File: src/rtl/vga_plot_arbiter.sv
// Round-robin arbiter sharing the vga_adapter pixel-write port between two drawing
// engines, with bounded bursts, off-screen clipping and a registered output stage.
`timescale 1ns/1ps

// state | meaning
// ------+--------------------------------------------------------------
// IDLE  | no owner; picks the next owner, no pixel accepted this cycle
// OWN0  | requester 0 owns the port; pixel taken whenever req0 is high
// OWN1  | requester 1 owns the port; pixel taken whenever req1 is high
module vga_plot_arbiter #(
    parameter int X_W       = 8,
    parameter int Y_W       = 7,
    parameter int C_W       = 3,
    parameter int X_MAX     = 160,
    parameter int Y_MAX     = 120,
    parameter int MAX_BURST = 16
) (
    input  logic           CLOCK_50,
    input  logic           resetn,
    input  logic           req0,
    input  logic           req1,
    input  logic [X_W-1:0] x0,
    input  logic [X_W-1:0] x1,
    input  logic [Y_W-1:0] y0,
    input  logic [Y_W-1:0] y1,
    input  logic [C_W-1:0] c0,
    input  logic [C_W-1:0] c1,
    output logic           gnt0,
    output logic           gnt1,
    output logic [X_W-1:0] vga_x,
    output logic [Y_W-1:0] vga_y,
    output logic [C_W-1:0] vga_colour,
    output logic           vga_plot,
    output logic           busy
);

    localparam int BC_W = $clog2(MAX_BURST + 1);

    localparam logic [1:0] IDLE = 2'd0;
    localparam logic [1:0] OWN0 = 2'd1;
    localparam logic [1:0] OWN1 = 2'd2;

    logic [1:0]      state;
    logic [1:0]      state_nxt;
    logic            last;
    logic            last_nxt;
    logic [BC_W-1:0] bcnt;
    logic [BC_W-1:0] bcnt_nxt;
    logic [BC_W-1:0] bcnt_inc;
    logic            burst_end;

    logic            acc0;
    logic            acc1;
    logic [X_W-1:0]  sel_x;
    logic [Y_W-1:0]  sel_y;
    logic [C_W-1:0]  sel_c;
    logic            on_screen;

    // Grants come from the state register alone so there is no req->gnt path.
    assign gnt0 = (state == OWN0);
    assign gnt1 = (state == OWN1);
    assign busy = (state != IDLE);

    assign acc0 = gnt0 & req0;
    assign acc1 = gnt1 & req1;

    assign bcnt_inc  = bcnt + BC_W'(1);
    assign burst_end = (bcnt_inc == BC_W'(MAX_BURST));

    always_comb begin
        state_nxt = state;
        last_nxt  = last;
        bcnt_nxt  = bcnt;
        case (state)
            IDLE: begin
                bcnt_nxt = '0;
                if (req0 && req1) begin
                    state_nxt = last ? OWN0 : OWN1;
                end else if (req0) begin
                    state_nxt = OWN0;
                end else if (req1) begin
                    state_nxt = OWN1;
                end
            end
            OWN0: begin
                if (!req0) begin
                    bcnt_nxt  = '0;
                    state_nxt = req1 ? OWN1 : IDLE;
                end else begin
                    last_nxt = 1'b0;
                    if (burst_end) begin
                        // Burst counter wraps even with no contender so the idle side
                        // is never starved once it starts asking.
                        bcnt_nxt = '0;
                        if (req1) begin
                            state_nxt = OWN1;
                        end
                    end else begin
                        bcnt_nxt = bcnt_inc;
                    end
                end
            end
            OWN1: begin
                if (!req1) begin
                    bcnt_nxt  = '0;
                    state_nxt = req0 ? OWN0 : IDLE;
                end else begin
                    last_nxt = 1'b1;
                    if (burst_end) begin
                        bcnt_nxt = '0;
                        if (req0) begin
                            state_nxt = OWN0;
                        end
                    end else begin
                        bcnt_nxt = bcnt_inc;
                    end
                end
            end
            default: begin
                state_nxt = IDLE;
                bcnt_nxt  = '0;
            end
        endcase
    end

    always_ff @(posedge CLOCK_50 or negedge resetn) begin
        if (!resetn) begin
            state <= IDLE;
            last  <= 1'b1;
            bcnt  <= '0;
        end else begin
            state <= state_nxt;
            last  <= last_nxt;
            bcnt  <= bcnt_nxt;
        end
    end

    assign sel_x = acc1 ? x1 : x0;
    assign sel_y = acc1 ? y1 : y0;
    assign sel_c = acc1 ? c1 : c0;

    // Off-screen pixels are still accepted, just never strobed into the adapter.
    assign on_screen = (32'(sel_x) < 32'(X_MAX)) && (32'(sel_y) < 32'(Y_MAX));

    always_ff @(posedge CLOCK_50 or negedge resetn) begin
        if (!resetn) begin
            vga_x      <= '0;
            vga_y      <= '0;
            vga_colour <= '0;
            vga_plot   <= 1'b0;
        end else if (acc0 || acc1) begin
            vga_x      <= sel_x;
            vga_y      <= sel_y;
            vga_colour <= sel_c;
            vga_plot   <= on_screen;
        end else begin
            vga_plot   <= 1'b0;
        end
    end

endmodule
File: config.mk
export PLATFORM = sky130hd
export DESIGN_NAME = vga_plot_arbiter
export DESIGN_NICKNAME = d
export VERILOG_FILES = /design/src/rtl/vga_plot_arbiter.sv
export SDC_FILE = /design/constraint.sdc
export NUM_CORES = 1
export LEC_CHECK = 0
export CAP_MARGIN = 10
export CORE_MARGIN = 2
export CORE_UTILIZATION = 45
export CTS_CLUSTER_DIAMETER = 120
export DETAILED_ROUTE_END_ITERATION = 16
export PLACE_DENSITY_LB_ADDON = 0.2
export SYNTH_ARGS = -nofsm -noshare
export SYNTH_HDL_FRONTEND = slang
export SYNTH_SLANG_ARGS = --single-unit
File: constraint.sdc
create_clock -name CLOCK_50 -period 3.5 [get_ports CLOCK_50]
set_input_delay 1.05 -clock CLOCK_50 [delete_from_list [all_inputs] [get_ports CLOCK_50]]
set_output_delay 1.05 -clock CLOCK_50 [all_outputs]
set_load 0.1 [all_outputs]
Word-level counts from Yosys, hierarchy flattened:

Index checks and enable logic that the tools add are counted.

* bits of input ports: 40
* register bits: 27
* output and inout port bits: 22

* reduce and logical (&&, ||, !) cells: 8
* bitwise gates (word level): 2
* equality and inequality tests: 8
* muxes and demuxes: 23
* order comparisons: 2
* add/sub/neg operators: 1

Operators with widths (number)
* 2-bit two-way mux: 10
* 5-bit two-way mux: 3
* 5-bit one-hot mux with 2 select lines: 1
* 8-bit less-than comparator (second input constant): 1
* 8-bit two-way mux: 1
* 7-bit less-than comparator (second input constant): 1
* 7-bit two-way mux: 1
* 3-bit by 2-bit != test with 1-bit output (second input constant): 2
* 2-bit one-hot mux with 3 select lines: 1
* 3-bit AND reduction: 2
* 5-bit by 1-bit adder with 5-bit output (second input constant): 1
* 5-bit equality test (second input constant): 1
* 1-bit two-way mux: 4
* 2-bit != test (second input constant): 2
* 2-bit nonzero test: 2
* 3-bit two-way mux: 1
* 3-bit != test (second input constant): 1
* 1-bit AND: 2
* 2-bit by 1-bit equality test with 1-bit output (second input constant): 1
* 2-bit equality test (second input constant): 1
* 1-bit logical AND: 2
* 2-bit logical NOT: 1
* 1-bit one-hot mux with 2 select lines: 1
* 1-bit logical OR: 1

Longest topological paths before layout:

Gate-level depths: netlist of the first run.

* depth after elaboration: 6
* mapped depth: 7
* gate-level depth less buffers: 6

Worst setup path after synthesis of the first run:

Ideal clock, no wire load.

* path kind: register -> output
* start: register state[0]
* end: output gnt1
* slack: 1111 ps
* stages on the path, launching flop included: 3
* path buffers: 0
* arrival time: 1339 ps
* path through: dfrtp_1 -> inv_1 -> ha_1

* longest elaborated chain between the ends: 1

RTL lines
* from (decl): line 43 `logic [1:0] state;`
* from (signal assigned): line 132 `state <= state_nxt;`
* 2-bit equality test: line 61 `assign gnt1 = (state == OWN1);`
* to (decl): line 29 `output logic gnt1,`

Every way passes these cells.

Final worst setup path of the first run:

* start: input req0
* end: register state[0]

* longest elaborated chain between the ends: 3
* elaborated cells on any way between the ends: 10
* classes of those cells: 2 x eq/ne; 6 x mux; 2 x reduce/logical

RTL lines
* from (decl): line 20 `input logic req0,`
* 1-bit two-way mux, or another cell as far along: line 106 `state_nxt = req0 ? OWN0 : IDLE;`
* 2-bit two-way mux, on equally long branches: line 104, 77
* 2-bit one-hot mux with 3 select lines: line 74 `case (state)`

Several ways; a longest one is shown, not always the timed one.
A chain may end at the register's enable or synchronous reset.

==> metrics.log, run 1 <==
INFO  metric met1_length = 1420 um
INFO  metric grt_setup_unrepaired = false
INFO  metric yosys.cell_types.count = 31
INFO  metric cp_max_fo = 24
INFO  metric wl = 3250 um
INFO  metric post_synth_inst_count = 143
INFO  metric max_cap_viols = 0
INFO  metric outcome = finished clean
INFO  metric worst_path_max_delay_cell = clkdlybuf4s50_1
INFO  metric die_width = 60.6 um
INFO  metric floorplan.initialDensity = 47.3%
INFO  metric timing.critical_path.arrival = 2.79 ns
INFO  metric place.port_buffers = 61
INFO  metric post_cts_resized = 0
INFO  metric timing.final.crit_share = 72.8%
INFO  metric via_per_inst = 5.11
INFO  metric routedWlPerCell = 13.2 um
INFO  metric timing_worst_slew_pin_value = 0.745 ns
INFO  metric placeableCoreArea = 3050 um^2
INFO  metric final_cell_count_no_fill = 246
INFO  metric num_rows = 20
INFO  metric antenna_violating_nets_post_route = 0
INFO  metric filler_cell_count = 276
INFO  metric hold_buffers = 0
INFO  metric dp.cells = 242
INFO  metric cts.sink_count = 27
INFO  metric io-pin-count = 62
INFO  metric clkTransAtPathRegs = 0.14 ns
INFO  metric register_bit_count_reported_by_yosys = 27
INFO  metric startpoint_type = primary input
INFO  metric cts_root_buf = clkbuf_4
INFO  metric grt_pass1_vias = 1,311
INFO  metric cts.repair_timing.setup_buffer_count = 0
INFO  metric synth_compound_area_share = 15.6%
INFO  metric setup_viol = 0
INFO  metric insertion_delay = 0.31 ns
INFO  metric report.final.slew_viol_count = 0
INFO  metric grt_first_pass_wirelength = 5650 um
INFO  metric cts_made_buffers = 3
INFO  metric yosys_warnings = 0
INFO  metric synth.cell_area = 1440 um^2
INFO  metric worstHoldPathType = reg -> reg
INFO  metric slew_headroom = 50.2%
INFO  metric met2_length = 1670 um
INFO  metric post_synth_fa_ha_maj_area_fraction = 4.34%
INFO  metric synthToLayoutAreaGrowth = 42.1%
INFO  metric yosys.area_share.simple = 13.5%
INFO  metric fin_worst_skew = 0.00115 ns
INFO  metric antenna_found_initial = 0
INFO  metric crit_type = in -> reg
INFO  metric highest_metal_used = met4
INFO  metric worst_setup_startpoint = req0
INFO  metric cp_num_buf_inv = 1
INFO  metric fmax = 393 MHz
INFO  metric critical_path_cell_count = 4
INFO  metric crit_chain = clkdlybuf4s50_1 > nand2_2 > a32oi_4 > mux2i_1
INFO  metric tritoncts = yes
INFO  metric setup.worst_path.end = state[0]$_DFFE_PN0P_
INFO  metric rr_worst_depth = 5
INFO  metric xor_and_xnor_area_share_after_synthesis = 1.21%
INFO  metric synth-seq-area-share = 46.9%
INFO  metric globalRoute.totalOverflow = 0
INFO  metric min_period = 2.55 ns
INFO  metric die_area = 3670 um^2
INFO  metric via_count = 1,256
INFO  metric worst-r2r-setup-slack = 1.59 ns
INFO  metric remaining_drc_errors = 0
INFO  metric drt_pass1_iterations = 4
INFO  metric synth_top_family_by_area = compound AO/OA/AOI/OAI gates
INFO  metric drive_above_1_share = 16.3%
INFO  metric worstReg2RegStart = state[1]$_DFFE_PN0P_
INFO  metric synth_mux_area_share = 14.2%
INFO  metric max_stage_delay = 0.65 ns
INFO  metric detailroute.wirelength.met3 = 113 um
INFO  metric drt_first_iter_violations = 55
INFO  metric postSynthNetCount = 188
INFO  metric die_h = 60.6 um
INFO  metric final_hold_viol_count = 0
INFO  metric layout.nets = 248
INFO  metric r2r-end = state[0]$_DFFE_PN0P_
INFO  metric maximum_number_of_pins_on_one_net_before_global_route_repair = 38
INFO  metric gp_congestion = 0.757
INFO  metric hpwlAfterDp = 2620 um
INFO  metric fin_setup_tns = 0 ns
INFO  metric crit_family = buffers and inverters
INFO  metric worst_setup_path_end_kind = register
INFO  metric global_route.usage.total = 19.9%
INFO  metric required_arrival_time_at_the_worst_endpoint = 3.75 ns
INFO  metric diode_insertion_count_for_antenna_repair = 0
INFO  metric syn_avg_cell_area = 10.1 um^2
INFO  metric cts.path.max_buffers = 2
INFO  metric clock_tree.htree_level_count = 1
==> kinds of logic (layout without fill, tap and decap cells) <==
| kind of cell | Yosys count | count (layout) |
|---|---|---|
| AO/OA/AOI/OAI | 34 | 34 |
| XOR/XNOR | 2 | 2 |
| adder cells (fa/ha/maj) | 5 | 5 |
| buffers and inverters | 12 | 71 |
| flip-flops | 27 | 27 |
| multiplexers | 20 | 20 |
| AND/OR/NAND/NOR | 43 | 43 |
==> synth_stat cells <==
master / count / share of area (%)
buf_2: 5 / 1.7
nor2b_1: 3 / 1.3
dfrtp_1: 26 / 45
a2bb2oi_2: 1 / 1.0
buf_4: 2 / 1.0
nor2_1: 6 / 1.6
a21oi_1: 2 / 0.69
xnor2_1: 1 / 0.61
dfstp_2: 1 / 1.8
o21ai_0: 4 / 1.4
clkbuf_2: 1 / 0.35
nand2b_1: 2 / 0.87
and2_1: 2 / 0.87
a31oi_1: 3 / 1.3
inv_1: 4 / 1.0
nand2_2: 2 / 0.87
ha_1: 5 / 4.3
xor2_1: 1 / 0.61
nand3_1: 3 / 1.0
a41oi_1: 1 / 0.61
mux2i_1: 19 / 13
o32a_1: 1 / 0.69
nand2_1: 22 / 5.7
o21bai_1: 1 / 0.52
a32oi_4: 1 / 1.9
nand4_1: 2 / 0.87
a32oi_1: 1 / 0.61
and3_1: 1 / 0.43
a2bb2oi_1: 1 / 0.61
mux2_4: 1 / 1.0
o21ai_1: 18 / 6.2
==> registers in the layout (all words and copies together), names as in the netlist <==
signal      count
last            1
vga_plot        1
bcnt            5
vga_colour      3
vga_y           7
vga_x           8
state           2
==> area by class of cell <==
class	instances	area (um^2)	share of cell area [%]
Tap cell	44	55.1	2.69
Multi-Input combinational cell	104	706	34.4
Inverter	4	15.0	0.733
Sequential cell	27	677	33.0
Timing Repair Buffer	63	571	27.8
Clock buffer	4	26.3	1.28
==> per-stage QoR <==
step / hold slack, ns / utilization (%) / worst slack [ns] / instance area [um^2]
after floorplan: 0.471 / - / 1.11 / 1440
after global placement: 0.486 / 66.3 / 0.675 / 2020
after detailed placement: 0.506 / 66.3 / 0.626 / 2020
after CTS: 0.525 / 67.1 / 0.948 / 2050
final: 0.526 / 67.1 / 0.953 / 2050
after global routing: 0.558 / 67.1 / 0.833 / 2050
==> metal layers <==
layer  vias to the layer above  track usage (%)
li1                        615                -
met1                       603             25.3
met2                        34             36.4
met3                         4             2.35
met4                         0             4.35
met5                         -                0
==> placed cells by master (no fill, tap or decap), types with 4 or more instances in the layout <==
cell / instances
clkdlybuf4s50_1: 39
dfrtp_1: 26
buf_4: 24
nand2_1: 22
mux2i_1: 19
o21ai_1: 18
nor2_1: 6
ha_1: 5
inv_1: 4
o21ai_0: 4
==> how the worst min path moves through the flow <==
stage                      start                 to  slack, ns  cells after the start
6_report       bcnt[0]$_DFF_PN0_  bcnt[0]$_DFF_PN0_       0.53                      1
5_1_grt        bcnt[0]$_DFF_PN0_  bcnt[0]$_DFF_PN0_       0.56                      1
4_1_cts        bcnt[0]$_DFF_PN0_  bcnt[0]$_DFF_PN0_       0.52                      1
3_5_place_dp   bcnt[0]$_DFF_PN0_  bcnt[0]$_DFF_PN0_       0.51                      1
3_3_place_gp   bcnt[0]$_DFF_PN0_  bcnt[0]$_DFF_PN0_       0.49                      1
2_1_floorplan  bcnt[0]$_DFF_PN0_  bcnt[0]$_DFF_PN0_       0.47                      1
Power of run 1 is left out: the tool's default activity adds up to more than one toggle a clock period on the data nets, which glitch-free logic cannot reach.
==> run 2, diff against run 1 <==
--- a/config.mk
+++ b/config.mk
@@ -7,7 +7,7 @@
 export LEC_CHECK = 0
 export CAP_MARGIN = 10
 export CORE_MARGIN = 2
-export CORE_UTILIZATION = 45
+export CORE_UTILIZATION = 42
 export CTS_CLUSTER_DIAMETER = 120
 export DETAILED_ROUTE_END_ITERATION = 16
 export PLACE_DENSITY_LB_ADDON = 0.2
==> constraint.sdc (replaced) <==
create_clock -name CLOCK_50 -period 2.4 [get_ports CLOCK_50]
set_input_delay 0.72 -clock CLOCK_50 [delete_from_list [all_inputs] [get_ports CLOCK_50]]
set_output_delay 0.72 -clock CLOCK_50 [all_outputs]
set_load 0.1 [all_outputs]
==> metrics.log, run 2 (synthesized netlist as in run 1, its figures left out) <==
INFO  metric outcome = finished clean (unchanged)
INFO  metric place.port_buffers = 61 (unchanged)
INFO  metric drt_first_iter_violations = 28 (was 55)
INFO  metric via_count = 1,238 (was 1,256)
INFO  metric via_per_inst = 4.93 (was 5.11)
INFO  metric drive_above_1_share = 18.0% (was 16.3%)
INFO  metric cts_root_buf = clkbuf_4 (unchanged)
INFO  metric fin_setup_tns = 0 ns (unchanged)
INFO  metric globalRoute.totalOverflow = 0 (unchanged)
INFO  metric post_cts_resized = 0 (unchanged)
INFO  metric biggestRegsByFlops = vga_x x8, vga_y x7, bcnt x5 (unchanged)
INFO  metric cts.sink_count = 27 (unchanged)
INFO  metric most_common_cell_after_layout_fill_and_taps_aside = clkdlybuf4s50_1 (unchanged)
INFO  metric detailroute.wirelength.met3 = 170 um (was 113 um)
INFO  metric startpoint_type = register (was primary input)
INFO  metric sequential_cell_area = 677 um^2 (unchanged)
INFO  metric timing_worst_slew_pin_value = 0.338 ns (was 0.745 ns)
INFO  metric worst_hold_startpoint = bcnt[0]$_DFF_PN0_ (unchanged)
INFO  metric cts.repair_timing.setup_buffer_count = 0 (unchanged)
INFO  metric hpwlAfterDp = 2660 um (was 2620 um)
INFO  metric diode_insertion_count_for_antenna_repair = 0 (unchanged)
INFO  metric worst-r2r-setup-slack = 0.68 ns (was 1.59 ns)
INFO  metric insertion_delay = 0.33 ns (was 0.31 ns)
INFO  metric worst_setup_path_end_kind = output port (was register)
INFO  metric worst_path_max_delay_cell = dfrtp_1 (was clkdlybuf4s50_1)
INFO  metric layout_common_cells = clkdlybuf4s50_1 (39), dfrtp_1 (26), buf_4 (23) (was clkdlybuf4s50_1 (39), dfrtp_1 (26), buf_4 (24))
INFO  metric crit_type = reg -> out (was in -> reg)
INFO  metric clkTransAtPathRegs = 0.15 ns (was 0.14 ns)
INFO  metric register_with_the_most_flip_flops = vga_x (unchanged)
INFO  metric routedWlPerCell = 13.1 um (was 13.2 um)
INFO  metric multiInputGateArea = 706 um^2 (unchanged)
INFO  metric global_route.usage.total = 18.2% (was 19.9%)
INFO  metric hold_buffers = 0 (unchanged)
INFO  metric met2_length = 1670 um (about the same)
INFO  metric die_width = 62.6 um (was 60.6 um)
INFO  metric worstHoldPathType = reg -> reg (unchanged)
INFO  metric floorplan.initialDensity = 43.6% (was 47.3%)
INFO  metric die_h = 62.6 um (was 60.6 um)
INFO  metric die_area = 3920 um^2 (was 3670 um^2)
INFO  metric num_rows = 21 (was 20)
INFO  metric slew_headroom = 77.5% (was 50.2%)
INFO  metric fin_worst_skew = 0.00656 ns (was 0.00115 ns)
INFO  metric highest_metal_used = met4 (unchanged)
INFO  metric worstReg2RegStart = state[1]$_DFFE_PN0P_ (unchanged)
INFO  metric maximum_number_of_pins_on_one_net_before_global_route_repair = 38 (unchanged)
INFO  metric clock_tree.htree_level_count = 1 (unchanged)
INFO  metric antenna_violating_nets_post_route = 0 (unchanged)
INFO  metric crit_chain = inv_1 > ha_1 > buf_12 (was clkdlybuf4s50_1 > nand2_2 > a32oi_4 > mux2i_1)
INFO  metric grt_first_pass_wirelength = 5670 um (was 5650 um)
INFO  metric required_arrival_time_at_the_worst_endpoint = 1.68 ns (was 3.75 ns)
INFO  metric filler_cell_count = 297 (was 276)
INFO  metric max_cap_viols = 0 (unchanged)
INFO  metric placeableCoreArea = 3310 um^2 (was 3050 um^2)
INFO  metric cp_max_fo = 5 (was 24)
INFO  metric gp_congestion = 0.788 (was 0.757)
INFO  metric final_hold_viol_count = 0 (unchanged)
INFO  metric grt_setup_unrepaired = false (unchanged)
INFO  metric timing.critical_path.arrival = 1.40 ns (was 2.79 ns)
INFO  metric io-pin-count = 62 (unchanged)
INFO  metric tritoncts = yes (unchanged)
INFO  metric timing.hold.worst_path_depth = 1 (unchanged)
INFO  metric fmax = 472 MHz
INFO  metric cts.path.max_buffers = 2 (unchanged)
INFO  metric cts_made_buffers = 3 (unchanged)
INFO  metric synthToLayoutAreaGrowth = 47.5% (was 42.1%)
INFO  metric rr_worst_depth = 6 (was 5)
INFO  metric min_period = 2.12 ns
INFO  metric setup_viol = 0 (unchanged)
INFO  metric timing.final.crit_share = 88.2%
INFO  metric antenna_found_initial = 0 (unchanged)
INFO  metric r2r-end = vga_x[4]$_DFFE_PN0P_ (was state[0]$_DFFE_PN0P_)
INFO  metric largest_register_ff_count = 8 (unchanged)
INFO  metric grt_pass1_vias = 1,254 (was 1,311)
INFO  metric holdPathEnd = bcnt[0]$_DFF_PN0_ (unchanged)
INFO  metric wl = 3300 um (was 3250 um)
INFO  metric drt_pass1_iterations = 4 (unchanged)
INFO  metric remaining_drc_errors = 0 (unchanged)
INFO  metric met1_length = 1400 um (was 1420 um)
INFO  metric layout.nets = 251 (was 248)
INFO  metric report.final.slew_viol_count = 0 (unchanged)
INFO  metric max_stage_delay = 0.45 ns (was 0.65 ns)
run 2: area by class of cell:
| class | instances | share of cell area, % |
|---|---|---|
| Multi-Input combinational cell | 104 | 33.2 |
| Sequential cell | 27 | 31.8 |
| Timing Repair Buffer | 66 | 30.2 |
| Tap cell | 46 | 2.70 |
| Clock buffer | 3 | 1.06 |
| Inverter | 4 | 0.705 |
| Clock inverter | 1 | 0.353 |
run 2: through the flow:
| step | hold slack (ns) | instance area (um^2) | std cells | util, % | setup slack [ns] |
|---|---|---|---|---|---|
| 6_report | 0.525 | 2130 | 251 | 64.3 | 0.282 |
| 4_1_cts | 0.537 | 2130 | 251 | 64.3 | 0.270 |
| 3_5_place_dp | 0.517 | 2100 | 247 | 63.4 | 0.288 |
| 5_1_grt | 0.563 | 2130 | 251 | 64.3 | 0.193 |
| 3_3_place_gp | 0.485 | 2100 | 247 | 63.4 | 0.324 |
| 2_1_floorplan | 0.424 | 1440 | 143 | - | 0.180 |
run 2: routing by layer:
metal	GRT usage, %	vias to the layer above
met5	0	-
met4	6.39	0
met3	3.60	7
met2	32.1	34
met1	22.0	574
li1	-	623
run 2: worst max-delay path: cells and delay by family, from the launching register on:
kind	cells	cell delay, ns
buffers and inverters	2	0.32
flip-flops	1	0.45
adder cells (fa/ha/maj)	1	0.29
run 2: how the worst max path moves through the flow:
| stage | from | cells after the start | end | slack, ns |
|---|---|---|---|---|
| finish | state[0]$_DFFE_PN0P_ | 3 | gnt1 | 0.28 |
| global route | state[0]$_DFFE_PN0P_ | 4 | busy | 0.19 |
| CTS | state[0]$_DFFE_PN0P_ | 3 | gnt1 | 0.27 |
| detailed placement | req0 | 5 | vga_x[4]$_DFFE_PN0P_ | 0.29 |
| global placement | req1 | 4 | state[0]$_DFFE_PN0P_ | 0.32 |
| floorplan | state[1]$_DFFE_PN0P_ | 6 | state[1]$_DFFE_PN0P_ | 0.18 |
Power of run 2 is left out for the same reason.
==> run 3, diff against run 2 <==
--- a/config.mk
+++ b/config.mk
@@ -7,7 +7,7 @@
 export LEC_CHECK = 0
 export CAP_MARGIN = 10
 export CORE_MARGIN = 2
-export CORE_UTILIZATION = 42
+export CORE_UTILIZATION = 38
 export CTS_CLUSTER_DIAMETER = 120
 export DETAILED_ROUTE_END_ITERATION = 16
 export PLACE_DENSITY_LB_ADDON = 0.2
==> constraint.sdc (replaced) <==
create_clock -name CLOCK_50 -period 1.77 [get_ports CLOCK_50]
set_input_delay 0.531 -clock CLOCK_50 [delete_from_list [all_inputs] [get_ports CLOCK_50]]
set_output_delay 0.531 -clock CLOCK_50 [all_outputs]
set_load 0.1 [all_outputs]
==> metrics.log, run 3 (synthesized netlist as in run 1, its figures left out) <==
INFO  metric via_per_inst = 4.99 (was 4.93)
INFO  metric biggestRegsByFlops = vga_x x8, vga_y x7, bcnt x5 (unchanged)
INFO  metric max_cap_viols = 0 (unchanged)
INFO  metric worst-r2r-setup-slack = 0.17 ns (was 0.68 ns)
INFO  metric setup_viol = 0 (unchanged)
INFO  metric routedWlPerCell = 14.1 um (was 13.1 um)
INFO  metric timing_worst_slew_pin_value = 0.344 ns (was 0.338 ns)
INFO  metric fin_worst_skew = 0.00430 ns (was 0.00656 ns)
INFO  metric timing.critical_path.arrival = 1.22 ns (was 1.40 ns)
INFO  metric layout.nets = 258 (was 251)
INFO  metric final_hold_viol_count = 0 (unchanged)
INFO  metric worstHoldPathType = reg -> reg (unchanged)
INFO  metric clock_tree.htree_level_count = 1 (unchanged)
INFO  metric drive_above_1_share = 23.1% (was 18.0%)
INFO  metric grt_first_pass_wirelength = 6460 um (was 5670 um)
INFO  metric die_width = 65.6 um (was 62.6 um)
INFO  metric most_common_cell_after_layout_fill_and_taps_aside = clkdlybuf4s50_1 (unchanged)
INFO  metric io-pin-count = 62 (unchanged)
INFO  metric num_rows = 22 (was 21)
INFO  metric crit_type = reg -> out (unchanged)
INFO  metric globalRoute.totalOverflow = 0 (unchanged)
INFO  metric maximum_number_of_pins_on_one_net_before_global_route_repair = 38 (unchanged)
INFO  metric required_arrival_time_at_the_worst_endpoint = 1.24 ns (was 1.68 ns)
INFO  metric startpoint_type = register (unchanged)
INFO  metric global_route.peak_usage_layer = met2 (unchanged)
INFO  metric met2_usage = 36.1% (was 32.1%)
INFO  metric holdPathEnd = bcnt[0]$_DFF_PN0_ (unchanged)
INFO  metric worst_setup_path_end_kind = output port (unchanged)
INFO  metric r2r-end = bcnt[4]$_DFF_PN0_ (was vga_x[4]$_DFFE_PN0P_)
INFO  metric outcome = finished clean (unchanged)
INFO  metric wl = 3660 um (was 3300 um)
INFO  metric diode_insertion_count_for_antenna_repair = 0 (unchanged)
INFO  metric clkTransAtPathRegs = 0.09 ns (was 0.15 ns)
INFO  metric grt_util_met3 = 3.08% (was 3.60%)
INFO  metric grt_pass1_vias = 1,398 (was 1,254)
INFO  metric antenna_found_initial = 0 (unchanged)
INFO  metric cts_root_buf = clkbuf_8 (was clkbuf_4)
INFO  metric insertion_delay = 0.27 ns (was 0.33 ns)
INFO  metric rr_worst_depth = 7 (was 6)
INFO  metric report.final.slew_viol_count = 0 (unchanged)
INFO  metric place.port_buffers = 61 (unchanged)
INFO  metric placeableCoreArea = 3660 um^2 (was 3310 um^2)
INFO  metric synthToLayoutAreaGrowth = 71.9% (was 47.5%)
INFO  metric hpwlAfterDp = 2940 um (was 2660 um)
INFO  metric die_area = 4310 um^2 (was 3920 um^2)
INFO  metric grt_setup_unrepaired = true (was false)
INFO  metric layout_common_cells = clkdlybuf4s50_1 (39), dfrtp_1 (26), buf_12 (24) (was clkdlybuf4s50_1 (39), dfrtp_1 (26), buf_4 (23))
INFO  metric final_cell_count_no_fill = 260 (was 251)
INFO  metric dp_slack = -0.114 ns (was 0.288 ns)
INFO  metric cts.path.max_buffers = 2 (unchanged)
INFO  metric drt_pass1_iterations = 4 (unchanged)
INFO  metric drt_first_iter_violations = 48 (was 28)
INFO  metric register_with_the_most_flip_flops = vga_x (unchanged)
INFO  metric timing.final.crit_share = 98.9%
INFO  metric slew_headroom = 77.0% (was 77.5%)
INFO  metric antenna_violating_nets_post_route = 0 (unchanged)
INFO  metric whs = 0.507 ns (was 0.525 ns)
INFO  metric floorplan.initialDensity = 39.4% (was 43.6%)
INFO  metric largest_register_ff_count = 8 (unchanged)
INFO  metric cts.sink_count = 27 (unchanged)
INFO  metric via_count = 1,297 (was 1,238)
INFO  metric remaining_drc_errors = 0 (unchanged)
INFO  metric finalWorstSetupSlack = 0.0191 ns (was 0.282 ns)
INFO  metric cp_max_fo = 5 (unchanged)
INFO  metric min_period = 1.75 ns
INFO  metric filler_cell_count = 279 (was 297)
INFO  metric use_met1 = 22.5% (was 22.0%)
INFO  metric die_h = 65.6 um (was 62.6 um)
INFO  metric dp.cells = 253 (was 247)
INFO  metric tritoncts = yes (unchanged)
INFO  metric gp_congestion = 0.800 (was 0.788)
INFO  metric worstReg2RegStart = state[0]$_DFFE_PN0P_ (was state[1]$_DFFE_PN0P_)
INFO  metric global_route.usage.total = 19.5% (was 18.2%)
INFO  metric worst_hold_startpoint = bcnt[0]$_DFF_PN0_ (unchanged)
INFO  metric cts_made_buffers = 3 (unchanged)
INFO  metric fmax = 571 MHz
INFO  metric timing.hold.worst_path_depth = 1 (unchanged)
run 3: repair_timing:
item	4_1_cts	5_1_grt
pin swaps	1	0
cloned	0	0
hold buffers	0	0
setup buffers	3	0
endpoints found under the setup margin	3	3
gates resized for setup	3	2
run 3: stage by stage:
stage	utilization [%]	area (um^2)	setup TNS (ns)
2_1_floorplan	-	1450	-0.779
3_3_place_gp	65.3	2390	-0.846
3_5_place_dp	65.3	2390	-1.28
4_1_cts	67.5	2470	-0.0118
5_1_grt	67.7	2480	-0.0473
6_report	67.7	2480	0
run 3: how the worst max path moves through the flow:
stage | startpoint | to
5_1_grt | state[0]$_DFFE_PN0P_ | gnt1
6_report | state[0]$_DFFE_PN0P_ | gnt1
3_5_place_dp | req1 | state[0]$_DFFE_PN0P_
3_3_place_gp | req0 | state[1]$_DFFE_PN0P_
4_1_cts | state[1]$_DFFE_PN0P_ | gnt0
2_1_floorplan | state[1]$_DFFE_PN0P_ | state[1]$_DFFE_PN0P_
run 3: worst max-delay path, cell delays in order, from the launching register on:
cell	delay, ns
dfrtp_1	0.40
inv_2	0.09
ha_2	0.26
buf_12	0.19
run 3: final cells by class:
cell class	instances	area [um^2]	area share (%)
repair buffers	73	946	38.1
multi-input cells	104	733	29.6
flip-flops and latches	27	677	27.3
well taps	48	60.1	2.42
clock buffers	4	45.0	1.82
inverters	4	18.8	0.757
run 3: metal layers:
metal | up-vias | wire, um
met5 | - | 0
met4 | 0 | 38
met3 | 4 | 163
met2 | 33 | 1990
met1 | 620 | 1470
li1 | 640 | -
Power of run 3 is left out for the same reason.
